## src/rtl/menu_lcd_pkg.sv

```systemverilog
// Shared constants and types for the menu/LCD controller: lcd_bus field layout,
// DDRAM row addresses, menu mode and frame streamer state encodings.
package menu_lcd_pkg;

   localparam int         LCD_RS_BIT = 9;
   localparam int         LCD_RW_BIT = 8;
   localparam logic [7:0] SET_DDRAM  = 8'h80;

   // HD44780-style DDRAM start address of each display row
   localparam logic [7:0] DDRAM_ROW_BASE [4] = '{8'h00, 8'h40, 8'h14, 8'h54};

   typedef enum logic {
      MODE_MENU,
      MODE_ACTIVE
   } mode_e;

   typedef enum logic [2:0] {
      ST_IDLE,
      ST_LOAD,
      ST_ADDR,
      ST_CHAR,
      ST_WAIT_ACK,
      ST_WAIT_DONE
   } strm_state_e;

   function automatic logic [9:0] lcd_word(input logic rs, input logic [7:0] data);
      logic [9:0] w;
      w             = '0;
      w[LCD_RS_BIT] = rs;
      w[LCD_RW_BIT] = 1'b0;
      w[7:0]        = data;
      return w;
   endfunction

endpackage

```

## src/rtl/menu_lcd_ctrl_if.sv

```systemverilog
// Word handshake towards lcd_controller: one-cycle enable strobe, 10-bit word,
// busy returned by the display side.
interface menu_lcd_ctrl_if;

   logic       lcd_enable;
   logic [9:0] lcd_bus;
   logic       lcd_busy;

   modport master (
      output lcd_enable,
      output lcd_bus,
      input  lcd_busy
   );

   modport slave (
      input  lcd_enable,
      input  lcd_bus,
      output lcd_busy
   );

endinterface

```

## src/rtl/lcd_frame_streamer.sv

```systemverilog
// Streams a ROWS x COLS character frame to the LCD as address/character words,
// redrawing on screen change, frame content change or refresh timeout.
module lcd_frame_streamer
   import menu_lcd_pkg::*;
#(
   parameter int ROWS           = 2,
   parameter int COLS           = 16,
   parameter int REFRESH_CYCLES = 0
) (
   input  logic                   clk,
   input  logic                   rst,
   input  logic [3:0]             screen_id,
   input  logic [ROWS*COLS*8-1:0] frame_data,
   output logic                   frame_busy,
   menu_lcd_ctrl_if.master        lcd
);

   localparam int FW = ROWS * COLS * 8;
   localparam int OW = $clog2(FW);
   localparam int CW = $clog2(COLS);
   localparam int TW = (REFRESH_CYCLES > 1) ? $clog2(REFRESH_CYCLES) : 1;
   localparam logic [TW-1:0] TIMER_RELOAD = (REFRESH_CYCLES > 1) ? TW'(REFRESH_CYCLES - 1) : '0;

   strm_state_e   state_q, state_d;
   logic [1:0]    row_q, row_d;
   logic [CW-1:0] col_q, col_d;
   logic          char_phase_q, char_phase_d;
   logic          pending_q, pending_d;
   logic [TW-1:0] timer_q, timer_d;
   logic [3:0]    sid_prev_q, sid_prev_d;
   logic [FW-1:0] shadow_q, shadow_d;
   logic          enable_q, enable_d;
   logic [9:0]    bus_q, bus_d;
   logic          frame_busy_q, frame_busy_d;

   logic          trig;
   logic          sid_change;
   logic          data_change;
   logic          timer_exp;
   int            pos;
   logic [OW-1:0] char_off;
   logic [7:0]    cur_char;

   always_comb begin
      pos      = int'(row_q) * COLS + int'(col_q);
      char_off = OW'((ROWS * COLS - 1 - pos) * 8);
      cur_char = shadow_q[char_off +: 8];

      sid_change  = (screen_id != sid_prev_q);
      // LOAD is overwriting the shadow this cycle, so a mismatch there is not new content
      data_change = (state_q != ST_LOAD) && (frame_data != shadow_q);
      timer_exp   = (REFRESH_CYCLES != 0) && (state_q == ST_IDLE) && (timer_q == '0);
      trig        = sid_change | data_change | timer_exp;

      state_d      = state_q;
      row_d        = row_q;
      col_d        = col_q;
      char_phase_d = char_phase_q;
      pending_d    = pending_q | trig;
      timer_d      = timer_q;
      sid_prev_d   = screen_id;
      shadow_d     = shadow_q;
      enable_d     = 1'b0;
      bus_d        = bus_q;

      case (state_q)
         ST_IDLE: begin
            if (timer_q != '0) timer_d = timer_q - 1'b1;
            if (pending_q | trig) begin
               state_d   = ST_LOAD;
               pending_d = 1'b0;
            end
         end
         ST_LOAD: begin
            shadow_d = frame_data;
            row_d    = '0;
            col_d    = '0;
            timer_d  = TIMER_RELOAD;
            state_d  = ST_ADDR;
         end
         ST_ADDR: begin
            if (!lcd.lcd_busy) begin
               enable_d     = 1'b1;
               bus_d        = lcd_word(1'b0, SET_DDRAM | DDRAM_ROW_BASE[row_q]);
               char_phase_d = 1'b0;
               state_d      = ST_WAIT_ACK;
            end
         end
         ST_CHAR: begin
            if (!lcd.lcd_busy) begin
               enable_d     = 1'b1;
               bus_d        = lcd_word(1'b1, cur_char);
               char_phase_d = 1'b1;
               state_d      = ST_WAIT_ACK;
            end
         end
         ST_WAIT_ACK: begin
            if (lcd.lcd_busy) state_d = ST_WAIT_DONE;
         end
         ST_WAIT_DONE: begin
            if (!lcd.lcd_busy) begin
               if (!char_phase_q) begin
                  col_d   = '0;
                  state_d = ST_CHAR;
               end else if (col_q == CW'(COLS - 1)) begin
                  if (row_q == 2'(ROWS - 1)) begin
                     state_d = ST_IDLE;
                  end else begin
                     row_d   = row_q + 1'b1;
                     state_d = ST_ADDR;
                  end
               end else begin
                  col_d   = col_q + 1'b1;
                  state_d = ST_CHAR;
               end
            end
         end
         default: state_d = ST_IDLE;
      endcase

      frame_busy_d = (state_d != ST_IDLE);
   end

   always_ff @(posedge clk) begin
      shadow_q <= shadow_d;
      if (rst) begin
         state_q      <= ST_IDLE;
         row_q        <= '0;
         col_q        <= '0;
         char_phase_q <= 1'b0;
         pending_q    <= 1'b1;
         timer_q      <= TIMER_RELOAD;
         sid_prev_q   <= '0;
         enable_q     <= 1'b0;
         bus_q        <= '0;
         frame_busy_q <= 1'b0;
      end else begin
         state_q      <= state_d;
         row_q        <= row_d;
         col_q        <= col_d;
         char_phase_q <= char_phase_d;
         pending_q    <= pending_d;
         timer_q      <= timer_d;
         sid_prev_q   <= sid_prev_d;
         enable_q     <= enable_d;
         bus_q        <= bus_d;
         frame_busy_q <= frame_busy_d;
      end
   end

   assign lcd.lcd_enable = enable_q;
   assign lcd.lcd_bus    = bus_q;
   assign frame_busy     = frame_busy_q;

endmodule

```

## src/rtl/menu_lcd_ctrl.sv

```systemverilog
// Menu navigation (cursor, active item, lockable items) driven by three keys,
// feeding screen_id to the frame streamer that owns the LCD handshake.
module menu_lcd_ctrl
   import menu_lcd_pkg::*;
#(
   parameter int         N_ITEMS        = 4,
   parameter int         ROWS           = 2,
   parameter int         COLS           = 16,
   parameter logic [7:0] LOCK_MASK      = 8'b0000_0100,
   parameter int         REFRESH_CYCLES = 0
) (
   input  logic                   clk,
   input  logic                   rst,
   input  logic                   key_next,
   input  logic                   key_sel,
   input  logic                   key_back,
   input  logic                   item_done,
   input  logic [ROWS*COLS*8-1:0] frame_data,
   menu_lcd_ctrl_if.master        lcd,
   output logic [3:0]             screen_id,
   output logic [N_ITEMS-1:0]     item_active,
   output logic                   frame_busy
);

   localparam int K_NEXT = 0;
   localparam int K_SEL  = 1;
   localparam int K_BACK = 2;

   logic [2:0]         key_q, key_d;
   logic [2:0]         key_prev_q, key_prev_d;
   logic [2:0]         edge_q, edge_d;
   mode_e              mode_q, mode_d;
   logic [2:0]         cursor_q, cursor_d;
   logic [N_ITEMS-1:0] item_active_q, item_active_d;
   logic [3:0]         screen_id_q, screen_id_d;

   always_comb begin
      key_d      = {key_back, key_sel, key_next};
      key_prev_d = key_q;
      edge_d     = key_q & ~key_prev_q;

      mode_d        = mode_q;
      cursor_d      = cursor_q;
      item_active_d = item_active_q;
      screen_id_d   = screen_id_q;

      case (mode_q)
         MODE_MENU: begin
            // select takes priority over a simultaneous next
            if (edge_q[K_SEL]) begin
               mode_d        = MODE_ACTIVE;
               item_active_d = N_ITEMS'(1) << cursor_q;
               screen_id_d   = 4'(N_ITEMS) + {1'b0, cursor_q};
            end else if (edge_q[K_NEXT]) begin
               cursor_d    = (cursor_q == 3'(N_ITEMS - 1)) ? 3'd0 : cursor_q + 3'd1;
               screen_id_d = {1'b0, cursor_d};
            end
         end
         MODE_ACTIVE: begin
            if (item_done || (edge_q[K_BACK] && !LOCK_MASK[cursor_q])) begin
               mode_d        = MODE_MENU;
               item_active_d = '0;
               screen_id_d   = {1'b0, cursor_q};
            end
         end
         default: mode_d = MODE_MENU;
      endcase
   end

   always_ff @(posedge clk) begin
      if (rst) begin
         key_q         <= '0;
         key_prev_q    <= '0;
         edge_q        <= '0;
         mode_q        <= MODE_MENU;
         cursor_q      <= '0;
         item_active_q <= '0;
         screen_id_q   <= '0;
      end else begin
         key_q         <= key_d;
         key_prev_q    <= key_prev_d;
         edge_q        <= edge_d;
         mode_q        <= mode_d;
         cursor_q      <= cursor_d;
         item_active_q <= item_active_d;
         screen_id_q   <= screen_id_d;
      end
   end

   assign screen_id   = screen_id_q;
   assign item_active = item_active_q;

   lcd_frame_streamer #(
      .ROWS           (ROWS),
      .COLS           (COLS),
      .REFRESH_CYCLES (REFRESH_CYCLES)
   ) u_streamer (
      .clk        (clk),
      .rst        (rst),
      .screen_id  (screen_id_q),
      .frame_data (frame_data),
      .frame_busy (frame_busy),
      .lcd        (lcd)
   );

endmodule
```

## src/flat_wrapper.sv

```systemverilog
// flat-port wrapper written by rule: the top's interface ports become plain ports
module menu_lcd_ctrl_flat import menu_lcd_pkg::*;
#(
   parameter int         N_ITEMS        = 4,
   parameter int         ROWS           = 2,
   parameter int         COLS           = 16,
   parameter logic [7:0] LOCK_MASK      = 8'b0000_0100,
   parameter int         REFRESH_CYCLES = 0
)
  (clk, rst, key_next, key_sel, key_back, item_done, frame_data, screen_id, item_active, frame_busy, lcd_lcd_enable, lcd_lcd_bus, lcd_lcd_busy);
  menu_lcd_ctrl_if lcd_i ();
  input  logic clk;
  input  logic rst;
  input  logic key_next;
  input  logic key_sel;
  input  logic key_back;
  input  logic item_done;
  input  logic [ROWS*COLS*8-1:0] frame_data;
  output logic [3:0] screen_id;
  output logic [N_ITEMS-1:0] item_active;
  output logic frame_busy;
  output wire logic [$bits(lcd_i.lcd_enable)-1:0] lcd_lcd_enable;
  output wire logic [$bits(lcd_i.lcd_bus)-1:0] lcd_lcd_bus;
  input wire logic [$bits(lcd_i.lcd_busy)-1:0] lcd_lcd_busy;
  assign lcd_lcd_enable = lcd_i.lcd_enable;
  assign lcd_lcd_bus = lcd_i.lcd_bus;
  assign lcd_i.lcd_busy = lcd_lcd_busy;
  menu_lcd_ctrl #(.N_ITEMS(N_ITEMS), .ROWS(ROWS), .COLS(COLS), .LOCK_MASK(LOCK_MASK), .REFRESH_CYCLES(REFRESH_CYCLES)) u_core (.clk(clk), .rst(rst), .key_next(key_next), .key_sel(key_sel), .key_back(key_back), .item_done(item_done), .frame_data(frame_data), .lcd(lcd_i), .screen_id(screen_id), .item_active(item_active), .frame_busy(frame_busy));
endmodule
```

## config.mk

```make
export PLATFORM = sky130hd
export DESIGN_NAME = menu_lcd_ctrl_flat
export DESIGN_NICKNAME = d
export VERILOG_FILES = /design/src/rtl/menu_lcd_pkg.sv /design/src/rtl/menu_lcd_ctrl_if.sv /design/src/rtl/lcd_frame_streamer.sv /design/src/rtl/menu_lcd_ctrl.sv /design/src/flat_wrapper.sv
export SDC_FILE = /design/constraint.sdc
export NUM_CORES = 1
export LEC_CHECK = 0
export ABC_CLOCK_PERIOD_IN_PS = 24100
export CAP_MARGIN = 20
export CORE_AREA = 3 3 157 189
export DETAILED_ROUTE_END_ITERATION = 6
export DIE_AREA = 0 0 160 192
export GPL_TIMING_DRIVEN = 0
export PLACE_DENSITY = 0.81
export SLEW_MARGIN = 20
export SYNTH_ARGS = -nofsm -noshare
export SYNTH_HDL_FRONTEND = slang
export SYNTH_SLANG_ARGS = --single-unit
export TNS_END_PERCENT = 100
```

## constraint.sdc

```tcl
create_clock -name clk -period 24.1 [get_ports clk]
set_input_delay 4.82 -clock clk [delete_from_list [all_inputs] [get_ports clk]]
set_output_delay 4.82 -clock clk [all_outputs]
set_load 0.01 [all_outputs]
```

* Word-level counts from Yosys, hierarchy flattened
Memory sizes are Yosys's and may differ from the RTL's. A register that Yosys moved wholly into a read port is not among the register bits.
Cells that the tools add are included.
** Cells by class
- $add $sub $neg :: 6
- Bitwise gates (word level) :: 8
- Reduce and logical (&&, ||, !) cells :: 16
- Eq/ne operators :: 21
- Shift operators :: 2
- $lt $le $gt $ge :: 2
- Mux-type cells :: 42
** Operator list (number)
- $ne 256x256->1 :: 1
- $shiftx 256x9->8 :: 1
- $mux 4 :: 8
- $mux 3 :: 9
- $pmux 4 s2 :: 3
- $mux 10 :: 2
- $pmux 10 s2 :: 1
- $bmux 8 s2 :: 1
- $pmux 3 s5 :: 1
- $mux 7 :: 2
- $ne 2x2->1 const B :: 7
- $mux 2 :: 5
- $eq 3x2->1 const B :: 3
- $reduce_and 3->1 :: 3
- $mux 1 :: 7
- $eq 3x3->1 const B :: 2
- $ne 3x1->1 const B :: 2
- $add 5x4->5 :: 1
- $reduce_and 5->1 :: 1
- $sub 5x5->5 const A :: 1
- $add 3x3->4 const A :: 1
- $add 4x1->4 const B :: 1
- $eq 4x4->1 const B :: 1
- $lt 3x4->1 const B :: 1
- other kinds (24) :: 32
** Storage, ports and cells
- Memories kept :: 1
- Input bits :: 263
- Output and inout bits :: 20
- Bits in registers :: 304
- Bits in read-only memories :: 8
- Word-level logic and storage cells :: 115
** Memory list
- (name not given) :: words 8, width 1, rd ports 1, clocked after memory_dff 1, write ports 0, RTL line menu_lcd_ctrl.sv:60 : if (item_done || (edge_q[K_BACK] && !LOCK_MASK[cursor_q])) begin

* Logic depth before layout (Yosys ltp)
Gate-level depths: netlist of run 1.
- Depth after elaboration :: 7
- Gate-level depth with buffers :: 9
- Depth with buffers taken out :: 7

* Cells and area by module
Synthesis of run 1 repeated with hierarchy kept, for this count alone.
** Unflattened totals
- Cell total of the unflattened synthesis :: 935
- Area, all modules :: 14430.1 µm²
** By module, submodules not included
- lcd_frame_streamer :: cells each 841, sequential area each 8187.9 µm², instances 1, area each 13550.5 µm²
- menu_lcd_ctrl :: cells each 94, sequential area each 440.4 µm², instances 1, area each 879.6 µm²

* Worst setup path after synthesis of run 1
No wires, ideal clock.
- Path type :: register to register
- Start point :: reg u_core.u_streamer.state_q[0]
- End point :: reg u_core.u_streamer.shadow_q[0] (enable)
- Data required time :: 22.912 ns
- Period minus slack after synthesis :: 18.972 ns
- Cell stages (with the launch flop) :: 3
- Buffers on the path :: 0
- Data arrival time :: 17.784 ns
- Library setup time :: 1.188 ns
- Setup slack :: 5.128 ns
- Cells stage by stage :: dfxtp_1 > inv_1 > nor3_1
** On the way
- Longest elaborated chain between the ends :: 1
** Ends and longest elaborated chain
- start: declaration :: RTL line lcd_frame_streamer.sv:24 : strm_state_e state_q, state_d;
- start signal: assignment :: RTL line lcd_frame_streamer.sv:138 : state_q <= state_d;
- $eq 3x1->1 :: RTL line lcd_frame_streamer.sv:66 : case (state_q)
- end signal: assignment :: RTL line lcd_frame_streamer.sv:125 : shadow_q <= shadow_d;
- end: declaration :: RTL line lcd_frame_streamer.sv:31 : logic [FW-1:0] shadow_q, shadow_d;
No other way between the ends.
A chain may end at the register's enable or synchronous reset.

* Final worst setup path of run 1
- Start point :: in frame_data[242]
- End point :: reg u_core.u_streamer.frame_busy_q (netlist: u_core.u_streamer.frame_busy)
** On the way
- Longest elaborated chain between the ends :: 7
** Ends and longest elaborated chain
- start: declaration :: RTL line flat_wrapper.sv:18 : input logic [ROWS*COLS*8-1:0] frame_data;
- $ne 256x256->1 :: RTL line lcd_frame_streamer.sv:51 : data_change = (state_q != ST_LOAD) && (frame_data != shadow_q);
- $logic_and 1x1->1 :: RTL line lcd_frame_streamer.sv:51
- $or 1x1->1 :: RTL line lcd_frame_streamer.sv:53 : trig = sid_change | data_change | timer_exp;
- $or 1x1->1 :: RTL line lcd_frame_streamer.sv:69 : if (pending_q | trig) begin
- $mux 3 :: RTL line lcd_frame_streamer.sv:69
- $pmux 3 s5 :: RTL line lcd_frame_streamer.sv:66
- $reduce_bool 3->1 :: RTL line lcd_frame_streamer.sv:121 : frame_busy_d = (state_d != ST_IDLE);
- end signal: assignment :: RTL line lcd_frame_streamer.sv:147 : frame_busy_q <= frame_busy_d;
- end: declaration :: RTL line lcd_frame_streamer.sv:34 : logic frame_busy_q, frame_busy_d;
No other way between the ends.

==> results_dict.tcl, run 1 <==
set metrics [dict create \
    status "finished clean" \
    synth_seq_cells 303 \
    grt-ovfl-total 0 \
    track_usage 0.2982 \
    design.die.area_um2 30720 \
    synth_area_um2 14430 \
    synth_cells 935 \
    drtIter0Drc 1284 \
    synth_edf_count 256 \
    post-cts-setup-buffers 0 \
    min_period_ns 6.959 \
    syn-num-nets 1204 \
    tightest_slew_ns 1.057 \
    clockPowerShare 0.347 \
    wl_per_cell_um 27.55 \
    ant_nets 0 \
    cts_tree "done" \
    relSlewSlack 0.2953 \
    clkLatencyLatePin_ns 0.57 \
    num_io_pins 283 \
    clkTransAtPathRegs_ns 0.06 \
    drive_above_1_share 0.1271 \
    cp_common_cell "nand4_1" \
    cp.required_ns 24.49 \
    power.internal_uw 1051 \
    die_x_um 160 \
    synth_xor_area_frac 0.1578 \
    cts-hold-fix-buffers 0 \
    first_global_vias 10483 \
    root_buffer "clkbuf_16" \
    cp_max_fo 3 \
    cts_sinks 303 \
    cts_buffers 30 \
    final_common_cell "clkdlybuf4s50_1" \
    drv_cap 0 \
    grt_setup_unrepaired "no" \
    areaGrowthSynthToFinish_pct 31.48 \
    synth_ff_type "edfxtp_1" \
    initial_utilization 0.5153 \
    crit_path_start_kind "input port" \
    max_stage_delay_ns 0.59 \
    crit_chain "clkdlybuf4s50_1 > xnor2_1 > nand4_1 > nor4_1 > nand4_1 > nor3_1 > a311oi_1" \
    antenna_found_initial 3 \
    swShare 0.2568 \
    slew_violations 0 \
    die_h_um 192 \
    finalSetupTns_ns 0 \
    cp.arrival_ns 7.35 \
    peakVddDrop_mv 0.05832 \
    rows 67 \
    mostFrequentLayoutCells "clkdlybuf4s50_1 (279), xnor2_1 (259), edfxtp_1 (256)" \
    skew_ns 0.02578 \
    dpl.cell_count 1622 \
    synth_top_family_by_area "XOR/XNOR gates" \
    path_class "input port to flop" \
    hold_violations 0 \
    grt_pass1_wl_um 67220 \
    synth.area.mux_share 0.1270 \
    cts_max_level 1 \
    worstHoldPathType "flop to flop" \
    gp_congestion 0.9141 \
    powerDensity_nw_per_um2 74.53 \
    path_buf_inv 1 \
    stdcell_count 1678 \
    whs_ns 0.3847 \
    final-setup-viol-count 0 \
    async_flop_share 0 \
    pwr-share-comb 0.166 \
    drt_wl_total_um 46230 \
    sequentialPowerShare 0.486 \
    post_cts_resized 0 \
    avgSynthCellArea_um2 15.43 \
    hpwl_um 36900 \
    synth-simple-area-share 0.07163 \
    via_count 10088 \
    vias_per_cell 6.012 \
    synth_fa_ha_area_frac 0.005203 \
    ys_types 44 \
    utilization 0.6775 \
    fmax_ghz 0.1437 \
    place_ws_ns 16.63 \
    clock_path_buffers 3 \
    fin_nets 1544 \
    yosysWarnings 0 \
    fin_ws_ns 17.14 \
    coreArea_um2 28000 \
    fin_crit_sh 0.2888 \
    drc 0 \
    cp-end-kind "flop" \
    io_buffers 279 \
    ys_seq_area_frac 0.5980 \
    critPathTopFamily "simple AND/OR/NAND/NOR gates" \
    power.net_switching_uw 363.0 \
    slowest_stage "nor3_1" \
    grt_max_degree 15 \
    synth_compound_area_frac 0.02437 \
    leakage_uw 0.005934 \
    dr.pass1.iters 5 \
]
## final cells by class
type / count / area (µm²)
flip-flops and latches: 303 / 8628
multi-input cells: 593 / 5578
plain buffers: 32 / 201.4
fillers: 2021 / 9029
clock buffers: 32 / 779.5
diodes: 1 / 2.502
repair buffers: 308 / 3040
well taps: 379 / 474.2
inverters: 7 / 26.28
clock inverters: 23 / 240.2
## logic make-up (layout without fill, tap and decap cells)
| family | Yosys count | after routing |
|---|---|---|
| other | 1 | 2 |
| multiplexers | 85 | 85 |
| AND/OR/NAND/NOR | 186 | 186 |
| buffers and inverters | 39 | 402 |
| XOR/XNOR | 260 | 260 |
| adder cells (fa/ha/maj) | 6 | 6 |
| flip-flops | 303 | 303 |
| AO/OA/AOI/OAI | 55 | 55 |
## Yosys cell counts (2+ instances only)
| cell type | n | area (µm²) |
|---|---|---|
| inv_1 | 7 | 26.28 |
| nand2b_1 | 8 | 50.05 |
| buf_6 | 2 | 22.52 |
| buf_2 | 9 | 45.04 |
| buf_4 | 5 | 37.54 |
| nor4_1 | 16 | 100.1 |
| mux2i_1 | 9 | 90.09 |
| a32oi_1 | 4 | 35.03 |
| nor2b_1 | 16 | 100.1 |
| nand2_1 | 9 | 33.78 |
| a22oi_1 | 10 | 75.07 |
| nand3_1 | 8 | 40.04 |
| buf_12 | 2 | 40.04 |
| mux4_1 | 8 | 210.2 |
| clkbuf_1 | 9 | 33.78 |
| buf_1 | 4 | 15.01 |
| dfxtp_1 | 47 | 940.9 |
| a311oi_1 | 4 | 35.03 |
| nor3_1 | 10 | 50.05 |
| and2_1 | 2 | 12.51 |
| o21ai_0 | 10 | 50.05 |
| a211oi_1 | 5 | 37.54 |
| xnor2_1 | 259 | 2268 |
| nor2_1 | 39 | 146.4 |
| edfxtp_1 | 256 | 7687 |
| o22ai_1 | 2 | 12.51 |
| mux4_2 | 68 | 1531 |
| nand4_1 | 69 | 431.7 |
| a21oi_1 | 18 | 90.09 |
| ha_1 | 6 | 75.07 |
## metal layers
| metal | vias up | track usage | wire [µm] |
|---|---|---|---|
| li1 | 4290 | - | - |
| met1 | 5027 | 0.3608 | 16180 |
| met2 | 657 | 0.5179 | 23160 |
| met3 | 110 | 0.05695 | 4287 |
| met4 | 4 | 0.1419 | 2584 |
| met5 | - | 0 | 23 |
## power by group through the flow
| stage | clock network [µW] | logic, µW | registers, µW |
|---|---|---|---|
| after floorplan | 0 | 115 | 722 |
| after global placement | 0 | 210 | 754 |
| after detailed placement | 0 | 231 | 696 |
| after CTS | 494 | 233 | 686 |
| after global routing | 514 | 248 | 692 |
| final | 491 | 235 | 688 |
## sequential cells by signal, indices dropped and copies added (netlist names), 4 cells and up, named ones only
register	count
u_core.u_streamer.col_q	4
u_core.u_streamer.lcd.lcd_bus	9
u_core.screen_id	4
u_core.item_active	4
u_core.u_streamer.sid_prev_q	4
u_core.u_streamer.shadow_q	256
## path summary, 6_finish.rpt
path	slack (ns)	endpoint	cells past startpoint	from
max reg2reg	21.08	u_core.u_streamer.lcd.lcd_bus[3]	8	u_core.u_streamer.col_q[1]
max	17.14	u_core.u_streamer.frame_busy	7	frame_data[242]
min reg2reg	0.38	u_core.edge_q[0]	1	u_core.key_prev_q[0]
min	0.38	u_core.edge_q[0]	1	u_core.key_prev_q[0]
## worst register-to-register path: stages (launching register included)
cell	delay, ns
dfxtp_1	0.37
buf_4	0.26
buf_2	0.40
buf_1	0.67
mux4_2	0.45
mux2i_1	0.29
a22oi_1	0.14
a32oi_1	0.23
nor2_1	0.06
## stage by stage
step	area, µm²	total power, µW
global placement	17700	963.8
finish	18970	1414
detailed placement	17950	927.7
floorplan	14430	837.2
global route	18970	1454
CTS	18970	1414
No activity file was read; power rests on OpenSTA's default activity.
==> run 2: changes to the inputs <==
- ABC_CLOCK_PERIOD_IN_PS: 24100 -> 6840
- clock period: 24.1 -> 6.84 ns (I/O delays scaled with it)
==> run 2 against run 1 <==
  * Clock-buffer cell count increased by 8
  * Highest routed layer unchanged
  * Largest cell class unchanged
  * Sequential power increased to 3.5 times the previous value
  * Worst setup slack got worse by 14 ns
  * Clock skew decreased by 0.0082 ns
  * Die area unchanged
  * Worst hold slack improved by 0.0015 ns
  * Via count decreased by 1.1%
  * Sequential share of layout area about the same
  * Utilization about the same
==> results_dict.tcl, run 2 (synthesized netlist as in run 1, its figures left out) <==
set metrics [dict create \
    status "finished clean" \
    relSlewSlack 0.3052 \
    grt_setup_unrepaired "no" \
    post_cts_resized 0 \
    r2r-start "u_core.u_streamer.col_q[1]" \
    die_h_um 192 \
    vias_per_cell 5.967 \
    gp_congestion 0.9355 \
    final_common_cell "clkdlybuf4s50_1" \
    cp-end-kind "flop" \
    clkLatencyLatePin_ns 0.57 \
    initial_utilization 0.5153 \
    slew_violations 0 \
    clkTransAtPathRegs_ns 0.06 \
    whs_endpoint "u_core.edge_q[0]" \
    cts_tree "done" \
    rows 67 \
    cp.required_ns 7.24 \
    min_period_ns 3.591 \
    crit_chain "clkdlybuf4s50_1 > xnor2_1 > nand4_1 > nor4_1 > nand4_1 > nor3_1 > a311oi_1" \
    timing.rr.end "u_core.u_streamer.lcd.lcd_bus[3]" \
    ant_nets 0 \
    fin_crit_sh 0.5250 \
    track_usage 0.2935 \
    drt_wl_total_um 45520 \
    die_x_um 160 \
    cp.arrival_ns 3.99 \
    powerDensity_nw_per_um2 258.3 \
    stdcell_count 1673 \
    post-cts-setup-buffers 0 \
    regMostFlops "u_core.u_streamer.shadow_q" \
    cp_common_cell "nand4_1" \
    drive_above_1_share 0.1208 \
    cp_max_fo 3 \
    design.die.area_um2 30720 \
    place_area_um2 18010 \
    areaGrowthSynthToFinish_pct 31.54 \
    fin_total_pwr_uw 4903 \
    hold_violations 0 \
    final-setup-viol-count 0 \
    fin_nets 1535 \
    first_global_vias 10424 \
    slowest_stage "nor4_1" \
    cts_buffers 31 \
    root_buffer "clkbuf_16" \
    largest_reg_flops 256 \
    ff2ff_path_depth 8 \
    peakVddDrop_mv 0.1630 \
    cts-hold-fix-buffers 0 \
    mostFrequentLayoutCells "clkdlybuf4s50_1 (279), xnor2_1 (259), edfxtp_1 (256)" \
    antenna_found_initial 4 \
    io_buffers 279 \
    dr.pass1.iters 5 \
    coreArea_um2 28000 \
    cts_max_level 1 \
    worstHoldPathType "flop to flop" \
    crit_path_start_kind "input port" \
    grt_pass1_wl_um 66370 \
    skew_ns 0.01760 \
    cts_sinks 303 \
    postLayoutCellArea_um2 18980 \
    wl_per_cell_um 27.21 \
    fmax_ghz 0.2785 \
    drc 0 \
    tightest_slew_ns 1.042 \
    dpl.cell_count 1612 \
    clock_path_buffers 3 \
    hold_depth 1 \
    num_io_pins 283 \
    leakage_uw 0.005904 \
    ff2ff_setup_slack_ns 3.81 \
    hpwl_um 36250 \
    grt_max_degree 19 \
    grt-ovfl-total 0 \
    via_count 9982 \
    hold_start "u_core.key_prev_q[0]" \
    drv_cap 0 \
    max_stage_delay_ns 0.59 \
    fill_cells 1969 \
    path_class "input port to flop" \
    drtIter0Drc 1063 \
]
## run 2: cell types whose count changed in the layout (fill, tap and decap cells not counted), sizes merged
cell	delta
clkbuf	+8
buf	-10
diode	+2
clkinvlp	-2
bufinv	-3
clkinv	-1
inv	+1
## run 2: power by group
group          total (µW)  switching (µW)  leakage [µW]  internal (µW)
Clock                1640             719      0.000469            918
Combinational         843             397       0.00265            446
Sequential           2420             159       0.00278           2260
Total                4900            1270       0.00590           3630
## run 2: area by class of cell
class,instances,area [µm²],area share
antenna,3,7.507,0.0003955
buffer,32,209.0,0.01101
clock buffer,40,819.5,0.04318
clock inverter,18,141.4,0.007449
inverter,7,26.28,0.001384
multi-input combinational,593,5584,0.2942
sequential,303,8630,0.4547
tap,379,474.2,0.02499
timing repair buffer,298,3088,0.1627
## run 2: worst max-delay path: cells and delay by family
kind | cells | cell delay [ns]
buf+inv | 1 | 0.43
compound gates | 1 | 0.21
simple gates | 4 | 1.52
xor+xnor | 1 | 0.45
## run 2: worst max path at each step
stage | from | to | slack, ns | cells past startpoint
finish | frame_data[83] | u_core.u_streamer.frame_busy | 3.25 | 7
global route | frame_data[83] | u_core.u_streamer.frame_busy | 3.20 | 7
CTS | frame_data[83] | u_core.u_streamer.frame_busy | 3.29 | 7
detailed placement | frame_data[83] | u_core.u_streamer.frame_busy | 2.79 | 7
global placement | u_core.u_streamer.state_q[2] | u_core.u_streamer.shadow_q[236] | -2.63 | 2
floorplan | u_core.u_streamer.state_q[1] | u_core.u_streamer.shadow_q[0] | -0.12 | 2
## run 2: stage by stage
| step | utilization | worst slack [ns] | TNS, ns | hold slack, ns |
|---|---|---|---|---|
| floorplan | - | -0.1196 | -30.62 | 0.3674 |
| detailed placement | 0.6433 | 2.793 | 0 | 0.3760 |
| finish | 0.6779 | 3.249 | 0 | 0.3862 |
| CTS | 0.6776 | 3.293 | 0 | 0.3859 |
| global route | 0.6779 | 3.199 | 0 | 0.3903 |
| global placement | 0.6327 | -2.626 | -669.75 | 0.3773 |
## run 2: routing by layer
metal	global-route usage	wire length, µm	up-vias	part of all wire
met2	0.5013	22800	656	0.50
li1	-	-	4276	-
met1	0.3690	16040	4932	0.35
met4	0.1452	2441	2	0.054
met3	0.04271	4226	116	0.093
met5	0	10	-	0.00022
==> run 3: changes to the inputs <==
- ABC_CLOCK_PERIOD_IN_PS: 6840 -> 3320
- clock period: 6.84 -> 3.32 ns (I/O delays scaled with it)
==> results of run 3 <==
The final DEF is identical to that of run 2. Status: finished clean.
Main changes from that run: setup slack after placement 2.793 ns -> -0.02283 ns; setup slack after layout 3.249 ns -> 0.2853 ns; start point of the critical path frame_data[83] -> u_core.u_streamer.col_q[1]; end point of the critical path u_core.u_streamer.frame_busy -> u_core.u_streamer.lcd.lcd_bus[3]; register-to-register setup slack 3.81 ns -> 0.29 ns; total power 4903 µW -> 10100 µW; worst IR drop on VDD 0.1630 mV -> 0.3358 mV
